File: src/rtl/conv_scheduler_if.sv
// Handshake/bus bundle between the conv_scheduler and its environment:
// job control, upstream vector stream, datapath drive, result tags and credit return.
interface conv_scheduler_if #(
  parameter int IMG_WIDTH = 16,
  parameter int IMG_NB    = 3,
  parameter int LEN_WIDTH = 16
);
  logic [LEN_WIDTH-1:0]        cfg_len;
  logic                        start;
  logic                        busy;
  logic                        done;
  logic [IMG_WIDTH*IMG_NB-1:0] up_img;
  logic                        up_val;
  logic                        up_rdy;
  logic [IMG_WIDTH*IMG_NB-1:0] dp_img;
  logic                        dp_val;
  logic                        res_val;
  logic                        res_last;
  logic                        credit_ret;

  modport master (
    output cfg_len, start, up_img, up_val, credit_ret,
    input  busy, done, up_rdy, dp_img, dp_val, res_val, res_last
  );

  modport slave (
    input  cfg_len, start, up_img, up_val, credit_ret,
    output busy, done, up_rdy, dp_img, dp_val, res_val, res_last
  );
endinterface

File: src/rtl/conv_scheduler.sv
// Credit-based job scheduler feeding the fixed-latency convolution MAC chain.
// Optional CONV_SCHED_STATS_EN adds stall/transfer statistics counters.
//
// state | meaning
// IDLE  | waiting for start
// RUN   | admitting vectors while credits and remaining length allow
// DRAIN | all vectors issued, waiting for the last-of-job tag at the chain output
// DONE  | one-cycle completion pulse
module conv_scheduler #(
  parameter int IMG_WIDTH = 16,
  parameter int IMG_NB    = 3,
  parameter int LATENCY   = 19,
  parameter int CREDITS   = 32,
  parameter int LEN_WIDTH = 16
) (
  input  logic             clk,
  input  logic             rst,
  conv_scheduler_if.slave  bus
`ifdef CONV_SCHED_STATS_EN
  ,
  output logic [31:0]      stat_stall,
  output logic [31:0]      stat_xfer
`endif
);
  localparam int DW = IMG_WIDTH * IMG_NB;
  localparam int CW = $clog2(CREDITS + 1);
  localparam logic [CW-1:0] CREDITS_MAX = CW'(CREDITS);

  typedef enum logic [1:0] {S_IDLE, S_RUN, S_DRAIN, S_DONE} state_t;

  state_t               r_state;
  state_t               w_state_nxt;
  logic [LEN_WIDTH-1:0] r_remaining;
  logic [CW-1:0]        r_credits;
  logic [DW-1:0]        r_dp_img;
  logic                 r_dp_val;
  logic                 r_dp_last;
  logic [LATENCY-1:0]   r_tag_val;
  logic [LATENCY-1:0]   r_tag_last;

  logic w_up_rdy;
  logic w_xfer;
  logic w_is_last;
  logic w_start_job;
  logic w_busy;
  logic w_done;

  assign w_is_last   = (r_remaining == LEN_WIDTH'(1));
  assign w_up_rdy    = (r_state == S_RUN) && (r_credits != '0) && (r_remaining != '0);
  assign w_xfer      = bus.up_val && w_up_rdy;
  assign w_start_job = (r_state == S_IDLE) && bus.start && (bus.cfg_len != '0);

  always_comb begin
    w_state_nxt = r_state;
    w_busy      = 1'b0;
    w_done      = 1'b0;
    case (r_state)
      S_IDLE: begin
        if (bus.start) begin
          w_state_nxt = (bus.cfg_len != '0) ? S_RUN : S_DONE;
        end
      end
      S_RUN: begin
        w_busy = 1'b1;
        if (w_xfer && w_is_last) w_state_nxt = S_DRAIN;
      end
      S_DRAIN: begin
        w_busy = 1'b1;
        // Only one job is ever in flight, so the last tag at the tail ends it.
        if (r_tag_val[LATENCY-1] && r_tag_last[LATENCY-1]) w_state_nxt = S_DONE;
      end
      S_DONE: begin
        w_done      = 1'b1;
        w_state_nxt = S_IDLE;
      end
      default: w_state_nxt = S_IDLE;
    endcase
  end

  always_ff @(posedge clk) begin
    if (rst) begin
      r_state     <= S_IDLE;
      r_remaining <= '0;
      r_credits   <= CREDITS_MAX;
      r_dp_img    <= '0;
      r_dp_val    <= 1'b0;
      r_dp_last   <= 1'b0;
      r_tag_val   <= '0;
      r_tag_last  <= '0;
    end else begin
      r_state <= w_state_nxt;

      if (w_start_job) begin
        r_remaining <= bus.cfg_len;
      end else if (w_xfer) begin
        r_remaining <= r_remaining - LEN_WIDTH'(1);
      end

      // Issue and return in the same cycle cancel; returns saturate at full depth.
      if (w_xfer && !bus.credit_ret) begin
        r_credits <= r_credits - CW'(1);
      end else if (!w_xfer && bus.credit_ret && (r_credits != CREDITS_MAX)) begin
        r_credits <= r_credits + CW'(1);
      end

      r_dp_val  <= w_xfer;
      r_dp_last <= w_xfer && w_is_last;
      if (w_xfer) r_dp_img <= bus.up_img;

      // Tags enter alongside dp_val so the tail lines up with the chain output.
      r_tag_val  <= {r_tag_val[LATENCY-2:0], r_dp_val};
      r_tag_last <= {r_tag_last[LATENCY-2:0], r_dp_last};
    end
  end

  assign bus.busy     = w_busy;
  assign bus.done     = w_done;
  assign bus.up_rdy   = w_up_rdy;
  assign bus.dp_img   = r_dp_img;
  assign bus.dp_val   = r_dp_val;
  assign bus.res_val  = r_tag_val[LATENCY-1];
  assign bus.res_last = r_tag_val[LATENCY-1] && r_tag_last[LATENCY-1];

`ifdef CONV_SCHED_STATS_EN
  logic [31:0] r_stat_stall;
  logic [31:0] r_stat_xfer;
  logic        w_credit_stall;

  assign w_credit_stall = (r_state == S_RUN) && bus.up_val && !w_up_rdy &&
                          (r_credits == '0) && (r_remaining != '0);

  always_ff @(posedge clk) begin
    if (rst || w_start_job || ((r_state == S_IDLE) && bus.start)) begin
      r_stat_stall <= '0;
      r_stat_xfer  <= '0;
    end else begin
      if (w_credit_stall && (r_stat_stall != '1)) r_stat_stall <= r_stat_stall + 32'd1;
      if (w_xfer && (r_stat_xfer != '1))          r_stat_xfer  <= r_stat_xfer + 32'd1;
    end
  end

  assign stat_stall = r_stat_stall;
  assign stat_xfer  = r_stat_xfer;
`endif

endmodule
File: src/flat_wrapper.sv
// flat-port wrapper written by rule: the top's interface ports become plain ports
module conv_scheduler_flat 
#(
  parameter int IMG_WIDTH = 16,
  parameter int IMG_NB    = 3,
  parameter int LATENCY   = 19,
  parameter int CREDITS   = 32,
  parameter int LEN_WIDTH = 16
)
  (clk, rst, bus_cfg_len, bus_start, bus_up_img, bus_up_val, bus_credit_ret, bus_busy, bus_done, bus_up_rdy, bus_dp_img, bus_dp_val, bus_res_val, bus_res_last);
  conv_scheduler_if #(.IMG_WIDTH(IMG_WIDTH), .IMG_NB(IMG_NB), .LEN_WIDTH(LEN_WIDTH)) bus_i ();
  input  logic clk;
  input  logic rst;
  input wire logic [$bits(bus_i.cfg_len)-1:0] bus_cfg_len;
  input wire logic [$bits(bus_i.start)-1:0] bus_start;
  input wire logic [$bits(bus_i.up_img)-1:0] bus_up_img;
  input wire logic [$bits(bus_i.up_val)-1:0] bus_up_val;
  input wire logic [$bits(bus_i.credit_ret)-1:0] bus_credit_ret;
  output wire logic [$bits(bus_i.busy)-1:0] bus_busy;
  output wire logic [$bits(bus_i.done)-1:0] bus_done;
  output wire logic [$bits(bus_i.up_rdy)-1:0] bus_up_rdy;
  output wire logic [$bits(bus_i.dp_img)-1:0] bus_dp_img;
  output wire logic [$bits(bus_i.dp_val)-1:0] bus_dp_val;
  output wire logic [$bits(bus_i.res_val)-1:0] bus_res_val;
  output wire logic [$bits(bus_i.res_last)-1:0] bus_res_last;
  assign bus_i.cfg_len = bus_cfg_len;
  assign bus_i.start = bus_start;
  assign bus_i.up_img = bus_up_img;
  assign bus_i.up_val = bus_up_val;
  assign bus_i.credit_ret = bus_credit_ret;
  assign bus_busy = bus_i.busy;
  assign bus_done = bus_i.done;
  assign bus_up_rdy = bus_i.up_rdy;
  assign bus_dp_img = bus_i.dp_img;
  assign bus_dp_val = bus_i.dp_val;
  assign bus_res_val = bus_i.res_val;
  assign bus_res_last = bus_i.res_last;
  conv_scheduler #(.IMG_WIDTH(IMG_WIDTH), .IMG_NB(IMG_NB), .LATENCY(LATENCY), .CREDITS(CREDITS), .LEN_WIDTH(LEN_WIDTH)) u_core (.clk(clk), .rst(rst), .bus(bus_i));
endmodule
File: config.mk
export PLATFORM = sky130hd
export DESIGN_NAME = conv_scheduler_flat
export DESIGN_NICKNAME = d
export VERILOG_FILES = /design/src/rtl/conv_scheduler_if.sv /design/src/rtl/conv_scheduler.sv /design/src/flat_wrapper.sv
export SDC_FILE = /design/constraint.sdc
export NUM_CORES = 1
export LEC_CHECK = 0
export BUFFER_PORTS_ARGS = -buffer_cell sky130_fd_sc_hd__buf_4
export CORE_ASPECT_RATIO = 1.75
export CORE_MARGIN = 4
export CORE_UTILIZATION = 54
export DETAILED_ROUTE_END_ITERATION = 6
export GPL_TIMING_DRIVEN = 0
export HOLD_SLACK_MARGIN = 0.12
export PLACE_DENSITY_LB_ADDON = 0.25
export SYNTH_ARGS = -nofsm -noshare
export SYNTH_HDL_FRONTEND = slang
export SYNTH_SLANG_ARGS = --single-unit
File: constraint.sdc
create_clock -name clk -period 8.5 [get_ports clk]
set_input_delay 0.425 -clock clk [delete_from_list [all_inputs] [get_ports clk]]
set_output_delay 0.425 -clock clk [all_outputs]
set_load 0.02 [all_outputs]
# Word level (Yosys, flattened, before mapping)
# Index checks and enable logic that the tools add are counted.
dict set report totals {
  ff_bits 112
  latchBits 0
  ram_bits 0
  rom_bits 0
  inputBits 69
  out_inout_bits 54
  wordCells 50
  mem_count 0
}
dict set report op_classes {
  add_sub_neg 3
  n_mul 0
  div 0
  magnitude_cmp 0
  n_eq_ne 8
  shifts 0
  muxes 11
  bitwise 0
  n_reduce_logical 20
}
# cell count
set op_table {}
lappend op_table {{16-bit 2-to-1 mux} 2}
lappend op_table {{16-bit nonzero test} 2}
lappend op_table {{16-bit by 1-bit equality test with 1-bit output, second input constant} 1}
lappend op_table {{16-bit by 1-bit subtractor with 16-bit output, second input constant} 1}
lappend op_table {{6-bit 2-to-1 mux} 2}
lappend op_table {{1-bit logical AND} 10}
lappend op_table {{2-bit 2-to-1 mux} 4}
lappend op_table {{2-bit one-hot mux with 4 select lines} 1}
lappend op_table {{6-bit by 1-bit adder with 6-bit output, second input constant} 1}
lappend op_table {{2-bit inequality test, second input constant} 3}
lappend op_table {{6-bit inequality test, second input constant} 1}
lappend op_table {{6-bit nonzero test} 1}
lappend op_table {{6-bit by 1-bit subtractor with 6-bit output, second input constant} 1}
lappend op_table {{2-bit equality test, second input constant} 2}
lappend op_table {{2-bit nonzero test} 2}
lappend op_table {{3-bit AND reduction} 1}
lappend op_table {{2-bit by 1-bit equality test with 1-bit output, second input constant} 1}
lappend op_table {{1-bit zero test} 2}
lappend op_table {{2-bit zero test} 1}
lappend op_table {{1-bit 2-to-1 mux} 2}
lappend op_table {{2-bit OR reduction} 1}

# Depth between registers and ports, before layout
dict set report logic_depth {
  depth_word 9
  ltp_mapped 12
  depth_no_buf 12
}

# Worst setup path after synthesis
# Ideal clock, no wire load.
dict set report synth_timing {
  path_kind {flip-flop to flip-flop}
  start {register u_core.r_remaining[0]}
  end {register u_core.r_credits[5]}
  setup_ns 0.091
  t_arrival_ns 2.967
  required_ns 8.409
  path_slack_ns 5.442
  path_stages_with_launch 13
  path_buffers 0
  synth_period_minus_slack_ns 3.058
  cell_sequence {dfxtp_1 -> inv_1 -> ha_1 -> nor4b_1 -> nand4_1 -> nand3_1 -> inv_2 -> ha_1 -> a211oi_1 -> o21ai_0 -> and3_1 -> a2111o_1 -> a311oi_1}
}
dict set report synth_between {
  elab_chain_len 7
  elab_cells_between_ends 9
  classes_between {mux: 1; reduce/logical: 8}
}
# element line
set synth_lines {}
lappend synth_lines {{from (decl)} conv_scheduler.sv:33} ;# logic [LEN_WIDTH-1:0] r_remaining;
lappend synth_lines {{from (signal assigned)} conv_scheduler.sv:94} ;# r_remaining <= bus.cfg_len;
lappend synth_lines {{from (signal assigned)} conv_scheduler.sv:96} ;# r_remaining <= r_remaining - LEN_WIDTH'(1);
lappend synth_lines {{16-bit nonzero test (*)} conv_scheduler.sv:49} ;# assign w_up_rdy = (r_state == S_RUN) && (r_credits != '0) && (r_remaining != '0);
lappend synth_lines {{1-bit logical AND (*)} conv_scheduler.sv:49}
lappend synth_lines {{1-bit logical AND (*)} conv_scheduler.sv:50} ;# assign w_xfer = bus.up_val && w_up_rdy;
lappend synth_lines {{1-bit zero test} conv_scheduler.sv:102} ;# end else if (!w_xfer && bus.credit_ret && (r_credits != CREDITS_MAX)) begin
lappend synth_lines {{1-bit logical AND (2 in series)} conv_scheduler.sv:102}
lappend synth_lines {{2-bit nonzero test (no source line)} -}
lappend synth_lines {{to (signal assigned)} conv_scheduler.sv:101} ;# r_credits <= r_credits - CW'(1);
lappend synth_lines {{to (signal assigned)} conv_scheduler.sv:103} ;# r_credits <= r_credits + CW'(1);
lappend synth_lines {{to (decl)} conv_scheduler.sv:34} ;# logic [CW-1:0] r_credits;
# Mark *: on every way between the ends. The rest lies on a longest branch, timed or not.
# A chain may end at the register's enable or synchronous reset.

# Worst setup path after layout
# Ends and elaborated chain as after synthesis.

==> flow_metrics.py <==
metrics = {
    "floorplanning": {
        "pin_count": 123,
        "placementRows": 43,
        "die_y_um": 127,
        "die-area_um2": 9620,
        "die_x_um": 75.9,
        "core_area_um2": 7910,
        "start_util_pct": 55.1,
    },
    "run_status": {
        "status": "complete, no violations",
    },
    "placed_design": {
        "port_buffers": 122,
        "place_ws_ps": 4920,
        "place_inst": 703,
        "gp_congestion": 0.968,
        "dp_hpwl_mm": 8.35,
    },
    "sta": {
        "fmax_mhz": 273,
        "setup_viol": 0,
        "grt_setup_unrepaired": "false",
        "tns_ps": 0,
        "setup_ws_ps": 4840,
        "drv_slew": 0,
        "min_period_ps": 3660,
        "finClkSkew_ps": 7.61,
        "max_slew_margin_pct": 52.6,
        "fin_hold_ws_ps": 315,
        "final.period_utilization_pct": 43.1,
        "tightest_slew_ps": 709,
        "hold_viol": 0,
    },
    "drt": {
        "drc": 0,
        "wl_per_cell_um": 15.3,
        "ant_nets": 0,
        "dr.pass1.iters": 4,
        "routed_wirelength_mm": 11.0,
        "via_count": 3904,
        "vias_per_cell": 5.44,
        "initialDrtViolationCount": 141,
    },
    "setup_path": {
        "endpoint_kind": "register",
        "path_class": "register to register",
        "startpoint_type": "register",
        "worstPathCellList": "inv_1, ha_1, nor4b_1, nand4_1, nand3_1, inv_2, ha_1, a211oi_1, o21ai_0, and3_1, a2111o_1, a311oi_1",
        "crit_slowest_cell": "nor4b_1",
        "slowest_delay_ps": 390,
        "cp.required_ps": 8750,
        "worst-path-buf-inv": 2,
        "cp_top_family": "simple AND/OR/NAND/NOR gates",
        "cp.arrival_ps": 3920,
        "r2r_slack_ps": 4840,
        "crit_path_max_fanout": 12,
        "crit_path_frequent_cell": "ha_1",
    },
    "synth": {
        "async_reset_ff_share_pct": 0,
        "yosys_warnings": 0,
        "synth_seq_area_share_pct": 51.5,
        "netlist_top_cells_area": "dfxtp_1 (51%), nand2_1 (8.8%), a21oi_1 (6.4%)",
        "netlist_area_um2": 4350,
        "ys_seq_elements": 112,
        "synth_ff_type": "dfxtp_1",
        "avgSynthCellArea_um2": 8.87,
        "synth-edff-count": 0,
        "synth.top_cell.area_share_pct": 51.5,
        "synth.most_common_cell": "dfxtp_1",
        "synth_top_area_cell": "dfxtp_1",
        "synth_cell_types": 44,
        "syn-num-nets": 572,
        "yosys-top-cells-count": "dfxtp_1 (112), nand2_1 (102), a21oi_1 (56)",
        "syn_inst": 491,
    },
    "cells_and_area": {
        "seq_area_um2": 2240,
        "area_delta_synth_final_pct": 29.5,
        "nets": 705,
        "antennaDiodeCount": 0,
        "final_cell_count_no_fill": 717,
        "nFillCells": 629,
        "final_layout_size_suffix_gt1_share_pct": 22.0,
        "multi_input_area_um2": 1970,
        "fin_util_pct": 71.3,
    },
    "cts": {
        "cts.sinks": 112,
        "clk-insertion-delay-late_ps": 340,
        "cts_buffers": 9,
        "cts_resized": 0,
        "post-cts-setup-buffer-count": 0,
        "hold_buffers": 0,
        "root_buffer": "clkbuf_16",
        "path_clk_slew_ps": 70,
        "cts_buffer_depth": 2,
        "cts.htree.levels": 3,
        "cts_tree": "done",
    },
    "hold_path": {
        "hold_path_class": "input port to register",
    },
    "run": {
        "maxCapViolCount": 0,
    },
    "global_route": {
        "grt_start_max_net_pins": 16,
        "antenna_found_initial": 0,
        "grt_pass1_vias": 3971,
        "grt_pass1_wl_mm": 18.1,
        "gr-usage-all-layers_pct": 24.2,
        "grt_overflow": 0,
    },
    "power_and_ir_drop": {
        "vdd_drop_max_mv": 0.197,
        "leakage_uw": 0.00233,
        "p_per_area_nw_per_um2": 269,
    },
}
-- area by class of cell --
cell class,instances,share of cell area [%]
Tap cell,90,2.00
Clock inverter,1,0.0888
Inverter,14,0.932
Timing Repair Buffer,122,16.2
Multi-Input combinational cell,340,34.9
Sequential cell,112,39.8
Clock buffer,13,4.44
Buffer,25,1.66
-- metal layers --
layer	routed length, um	track usage (%)	vias up	part of all wire, %
met4	459	11.1	0	4.2
met1	4040	26.7	1805	37
met5	0	0	-	0
met2	5880	41.7	114	54
li1	-	-	1950	-
met3	578	6.50	35	5.3
-- state kept, by name (all words and copies together) (netlist names) --
signal / cells
u_core.r_tag_val: 19
u_core.r_dp_last: 1
u_core.r_state: 2
u_core.r_credits: 6
u_core.r_remaining: 16
u_core.bus.dp_img: 48
u_core.r_tag_last: 19
u_core.bus.dp_val: 1
-- worst paths after layout --
path | start | endpoint | depth (start not counted)
max | u_core.r_remaining[0] | u_core.r_credits[5] | 12
min | bus_cfg_len[8] | u_core.r_remaining[8] | 2
max reg2reg | u_core.r_remaining[0] | u_core.r_credits[5] | 12
min reg2reg | u_core.r_tag_last[17] | u_core.r_tag_last[18] | 1
-- power by group --
group	total, uW	leakage (uW)	switching, uW	internal (uW)
Clock	375	0.000126	172	204
Sequential	651	0.000909	60.6	590
Combinational	489	0.00130	291	198
-- per-stage QoR --
step                area, um^2  power, uW
floorplan                 4350        974
global placement          5380       1120
detailed placement        5380       1150
CTS                       5640       1520
global route              5640       1600
finish                    5640       1510
-- kinds of logic after synthesis --
logic type / after synthesis / synth area share (%)
AND/OR/NAND/NOR: 215 / 24.7
flip-flops: 112 / 51.5
AO/OA/AOI/OAI: 99 / 14.0
buffers and inverters: 39 / 3.36
XOR/XNOR: 13 / 2.61
adder cells (fa/ha/maj): 12 / 3.62
multiplexers: 1 / 0.230
-- layout by cell type, fill, tap and decap left out, types with 2 or more instances in the layout --
cell type	count
buf_4	122
dfxtp_1	112
nand2_1	102
a21oi_1	56
nor2b_1	40
clkbuf_1	28
nor2_1	16
inv_1	13
nor3_1	12
nand4_1	12
xnor2_1	11
ha_1	11
o21ai_0	10
a22o_1	10
clkbuf_16	9
nor4_1	8
a211oi_1	5
a311oi_1	5
nand3_1	4
and3_1	4
o41ai_1	3
or3_1	3
a21o_1	2
and4_1	2
o221ai_1	2
xor2_1	2
nand4b_1	2
-- worst register-to-register path: stages (launching register included) --
cell and delay [ps]:
dfxtp_1 360, inv_1 80, ha_1 290, nor4b_1 390, nand4_1 370, nand3_1 330
inv_2 150, ha_1 310, a211oi_1 310, o21ai_0 200, and3_1 180, a2111o_1 380
a311oi_1 230
(Power assumes the default switching activity.)
